### config.mk
export PLATFORM = sky130hd
export DESIGN_NAME = sum_of_numbers2_10
export DESIGN_NICKNAME = d
export VERILOG_FILES = /design/src/rtl/sum_of_numbers2_10.sv
export SDC_FILE = /design/constraint.sdc
export NUM_CORES = 1
export LEC_CHECK = 0
export BUFFER_PORTS_ARGS = -buffer_cell sky130_fd_sc_hd__buf_2
export CORE_ASPECT_RATIO = 1.2
export CORE_MARGIN = 2
export CORE_UTILIZATION = 59
export DETAILED_ROUTE_END_ITERATION = 10
export PLACE_DENSITY = 0.82
export SKIP_CTS_REPAIR_TIMING = 1
export SLEW_MARGIN = 0
export SYNTH_ARGS = -nofsm -noshare
export SYNTH_HDL_FRONTEND = slang
export SYNTH_SLANG_ARGS = --single-unit
### constraint.sdc
create_clock -name clk -period 5.01 [get_ports clk]
set_input_delay 0.2505 -clock clk [delete_from_list [all_inputs] [get_ports clk]]
set_output_delay 0.2505 -clock clk [all_outputs]
set_load 0.1 [all_outputs]
### src/rtl/sum_of_numbers2_10.sv
// Binary to BCD converter using shift-and-add-3, consuming counterMod
// bits per cycle and publishing the digits and overflow flag on completion.
module sum_of_numbers2_10 #(
    parameter int binaryNumberWidth = 32,
    parameter int busWidth          = 4,
    parameter int counterMod        = 4,
    parameter int numberOfDigits    = 3
) (
    input  logic                                     clk,
    input  logic                                     rst,
    input  logic [binaryNumberWidth-1:0]             binaryNumber,
    input  logic                                     load,
    output logic [numberOfDigits-1:0][busWidth-1:0]  BinaryDecimal,
    output logic                                     cOutShifter
);

    localparam int CYCLES = binaryNumberWidth / counterMod;
    localparam int CW     = $clog2(CYCLES + 1);
    localparam logic [CW-1:0] LAST = CW'(CYCLES - 1);

    typedef enum logic {IDLE, BUSY} state_t;

    state_t                                 state;
    logic [CW-1:0]                          cnt;
    logic [binaryNumberWidth-1:0]           bin_reg;
    logic [numberOfDigits-1:0][busWidth-1:0] digits;
    logic                                   ovf;

    logic [binaryNumberWidth-1:0]           nb;
    logic [numberOfDigits-1:0][busWidth-1:0] nd;
    logic                                   no;

    // counterMod double-dabble stages unrolled into one cycle
    always_comb begin
        nd = digits;
        nb = bin_reg;
        no = ovf;
        for (int s = 0; s < counterMod; s++) begin
            for (int i = 0; i < numberOfDigits; i++) begin
                if (nd[i] >= busWidth'(5))
                    nd[i] = nd[i] + busWidth'(3);
            end
            no = no | nd[numberOfDigits-1][busWidth-1];
            {nd, nb} = {nd, nb} << 1;
        end
    end

    always_ff @(posedge clk or negedge rst) begin
        if (!rst) begin
            state         <= IDLE;
            cnt           <= '0;
            bin_reg       <= '0;
            digits        <= '0;
            ovf           <= 1'b0;
            BinaryDecimal <= '0;
            cOutShifter   <= 1'b0;
        end else if (load) begin
            state   <= BUSY;
            cnt     <= '0;
            bin_reg <= binaryNumber;
            digits  <= '0;
            ovf     <= 1'b0;
        end else if (state == BUSY) begin
            bin_reg <= nb;
            digits  <= nd;
            ovf     <= no;
            if (cnt == LAST) begin
                state         <= IDLE;
                cnt           <= '0;
                BinaryDecimal <= nd;
                cOutShifter   <= no;
            end else begin
                cnt <= cnt + CW'(1);
            end
        end
    end

endmodule

==> impl_metrics.tcl <==
set metrics [dict create \
    grt_pass1_wl_mm 15.3 \
    cp_slowest_cell "dfrtp_1" \
    power.density_nw_per_um2 787 \
    finalSetupViolCount 0 \
    setup_tns_ps 0 \
    slew_headroom 0.486 \
    clk_pin_slew_worst_paths_ps 70 \
    coreArea_sq_um 6900 \
    synth.distinct_cells 63 \
    std_cell_rows 33 \
    vias 3527 \
    stdcell_area_sq_um 4710 \
    fillCellCount 553 \
    skew_ps 7.67 \
    grt_overflow 0 \
    cp-start-kind "register" \
    die-area_sq_um 7850 \
    ys_seq_area_frac 0.374 \
    finalWeightedCongestion 0.845 \
    synth_edf_count 0 \
    start_util 0.612 \
    p_leak_nw 2.34 \
    max_freq_mhz 227 \
    synth.largest_area_cell "dfrtp_1" \
    drc_errors 0 \
    dr.pass1.iters 4 \
    drive_above_1_share 0.182 \
    clk_latency_ps 340 \
    cts_buffers 9 \
    critical_path_buf_inv_count 1 \
    crit_top_cell "ha_1" \
    instances_no_fill 610 \
    dpl.hpwl_mm 6.50 \
    grt_util_all_layers 0.244 \
    syn_avg_cell_area_sq_um 8.81 \
    vdd_drop_max_mv 0.686 \
    grt_pass1_vias 3415 \
    power_mw 3.71 \
    worst_path_largest_cell_delay_ps 470 \
    crit_family "simple AND/OR/NAND/NOR gates" \
    placed_cells 594 \
    synth_most_common_cell "nand2_1" \
    routed_via_density 5.78 \
    setup_slack_ps 599 \
    cp_max_fo 9 \
    ff2ff_path_depth 18 \
    synthArstFlopShare 1.00 \
    drv_slew 0 \
    cap_violations 0 \
    clk_root_buffer_cell "clkbuf_8" \
    area_growth_pct 11.7 \
    synth_top_area_frac 0.374 \
    cp-end-kind "register" \
    hold_class "in2async" \
    path_depth 18 \
    wl_per_cell_microns 14.5 \
    die_w_microns 81.2 \
    hold_violations 0 \
    syn_area_sq_um 4220 \
    antenna_found_initial 0 \
    n_antenna_cell 0 \
    syn_nets 531 \
    finish.utilization 0.684 \
    cts.path.max_buffers 2 \
    netlist_top_cells_area "dfrtp_1 37%, mux2i_1 8.1%, nand2_1 7.3%" \
    rsz0062_at_grt "false" \
    boundaryPins 48 \
    preCtsSetupSlack_ps 626 \
    wl_mm 8.85 \
    cts.sinks 63 \
    ys_ff_latch 63 \
    die_h_microns 96.6 \
    cts_tree "built" \
    largest_register_ffs 32 \
    ant_nets 0 \
    ys_warn_count 0 \
    numPortBuffers 47 \
    worst_pin_slew_ps 771 \
    synth_cells 479 \
    drt_iter0_markers 130 \
    htree_levels 3 \
    status "finished clean" \
    cp.arrival_ps 4650 \
    fin_crit_sh 0.880 \
    ys_dominant_reg_cell "dfrtp_1" \
    crit_type "reg2reg" \
    synth_common_cells "82 x nand2_1, 63 x dfrtp_1, 44 x o21ai_0" \
    period_needed_ps 4410 \
    grt_max_degree 84 \
    hold_ws_ps 57.0 \
    nets 570 \
    post_dp_cell_area_sq_um 4490 \
    required_ps 5250 \
    crit_chain "inv_1 -> ha_1 -> and2b_1 -> o21ai_1 -> nor2_1 -> nand2_1 -> a21oi_1 -> a21oi_1 -> ha_1 -> nand2b_1 -> and3_1 -> o31a_1 -> xnor2_1 -> ha_1 -> nand2b_1 -> a21boi_1 -> mux2_2 -> a211oi_1" \
]
layout by cell type (no fill, tap or decap), types with 8 or more instances in the layout:
cell type and instances:
a211oi_1 10, o21a_1 8, nand2_1 82, inv_1 18, o21ai_0 44, mux2i_1 34
buf_2 47, a21oi_1 17, o21ai_1 20, nand2b_1 17, nor2_1 26, ha_1 17
clkbuf_8 9, dfrtp_1 62
power breakdown:
| part | internal [mW] | switching (mW) | total, mW |
|---|---|---|---|
| sequential | 0.608 | 0.0941 | 0.702 |
| combinational | 0.975 | 1.55 | 2.52 |
| clock | 0.281 | 0.205 | 0.486 |
| total | 1.86 | 1.85 | 3.71 |
cell type report:
| cell class | instances | area, sq um | share of cell area |
|---|---|---|---|
| Tap cell | 87 | 109 | 0.0231 |
| Clock buffer | 9 | 124 | 0.0263 |
| Inverter | 19 | 71.3 | 0.0151 |
| Multi-Input combinational cell | 375 | 2480 | 0.526 |
| Sequential cell | 63 | 1580 | 0.335 |
| Timing Repair Buffer | 50 | 258 | 0.0547 |
| Clock inverter | 7 | 96.3 | 0.0204 |
worst paths after layout:
path                             startpoint          endpoint  slack, ps
max                               digits[0]         digits[2]        600
min                                     rst        bin_reg[9]         60
max reg2reg                       digits[0]         digits[2]        600
min reg2reg                BinaryDecimal[0]  BinaryDecimal[0]        490
max in group asynchronous               rst             state       4390
min in group clk            binaryNumber[6]        bin_reg[6]        110
cells by family after synthesis:
group	synth area share
compound gates	0.244
xor+xnor	0.0228
fa+ha+maj	0.0504
buf+inv	0.0394
flops	0.374
mux	0.0952
simple gates	0.175
routing by layer:
metal / vias up / routed length (microns) / GRT usage
met4: 0 / 162 / 0.0874
li1: 1781 / - / -
met5: - / 0 / 0
met3: 12 / 346 / 0.0373
met1: 1654 / 3820 / 0.310
met2: 80 / 4520 / 0.414
No activity file was read; power rests on OpenSTA's default activity.
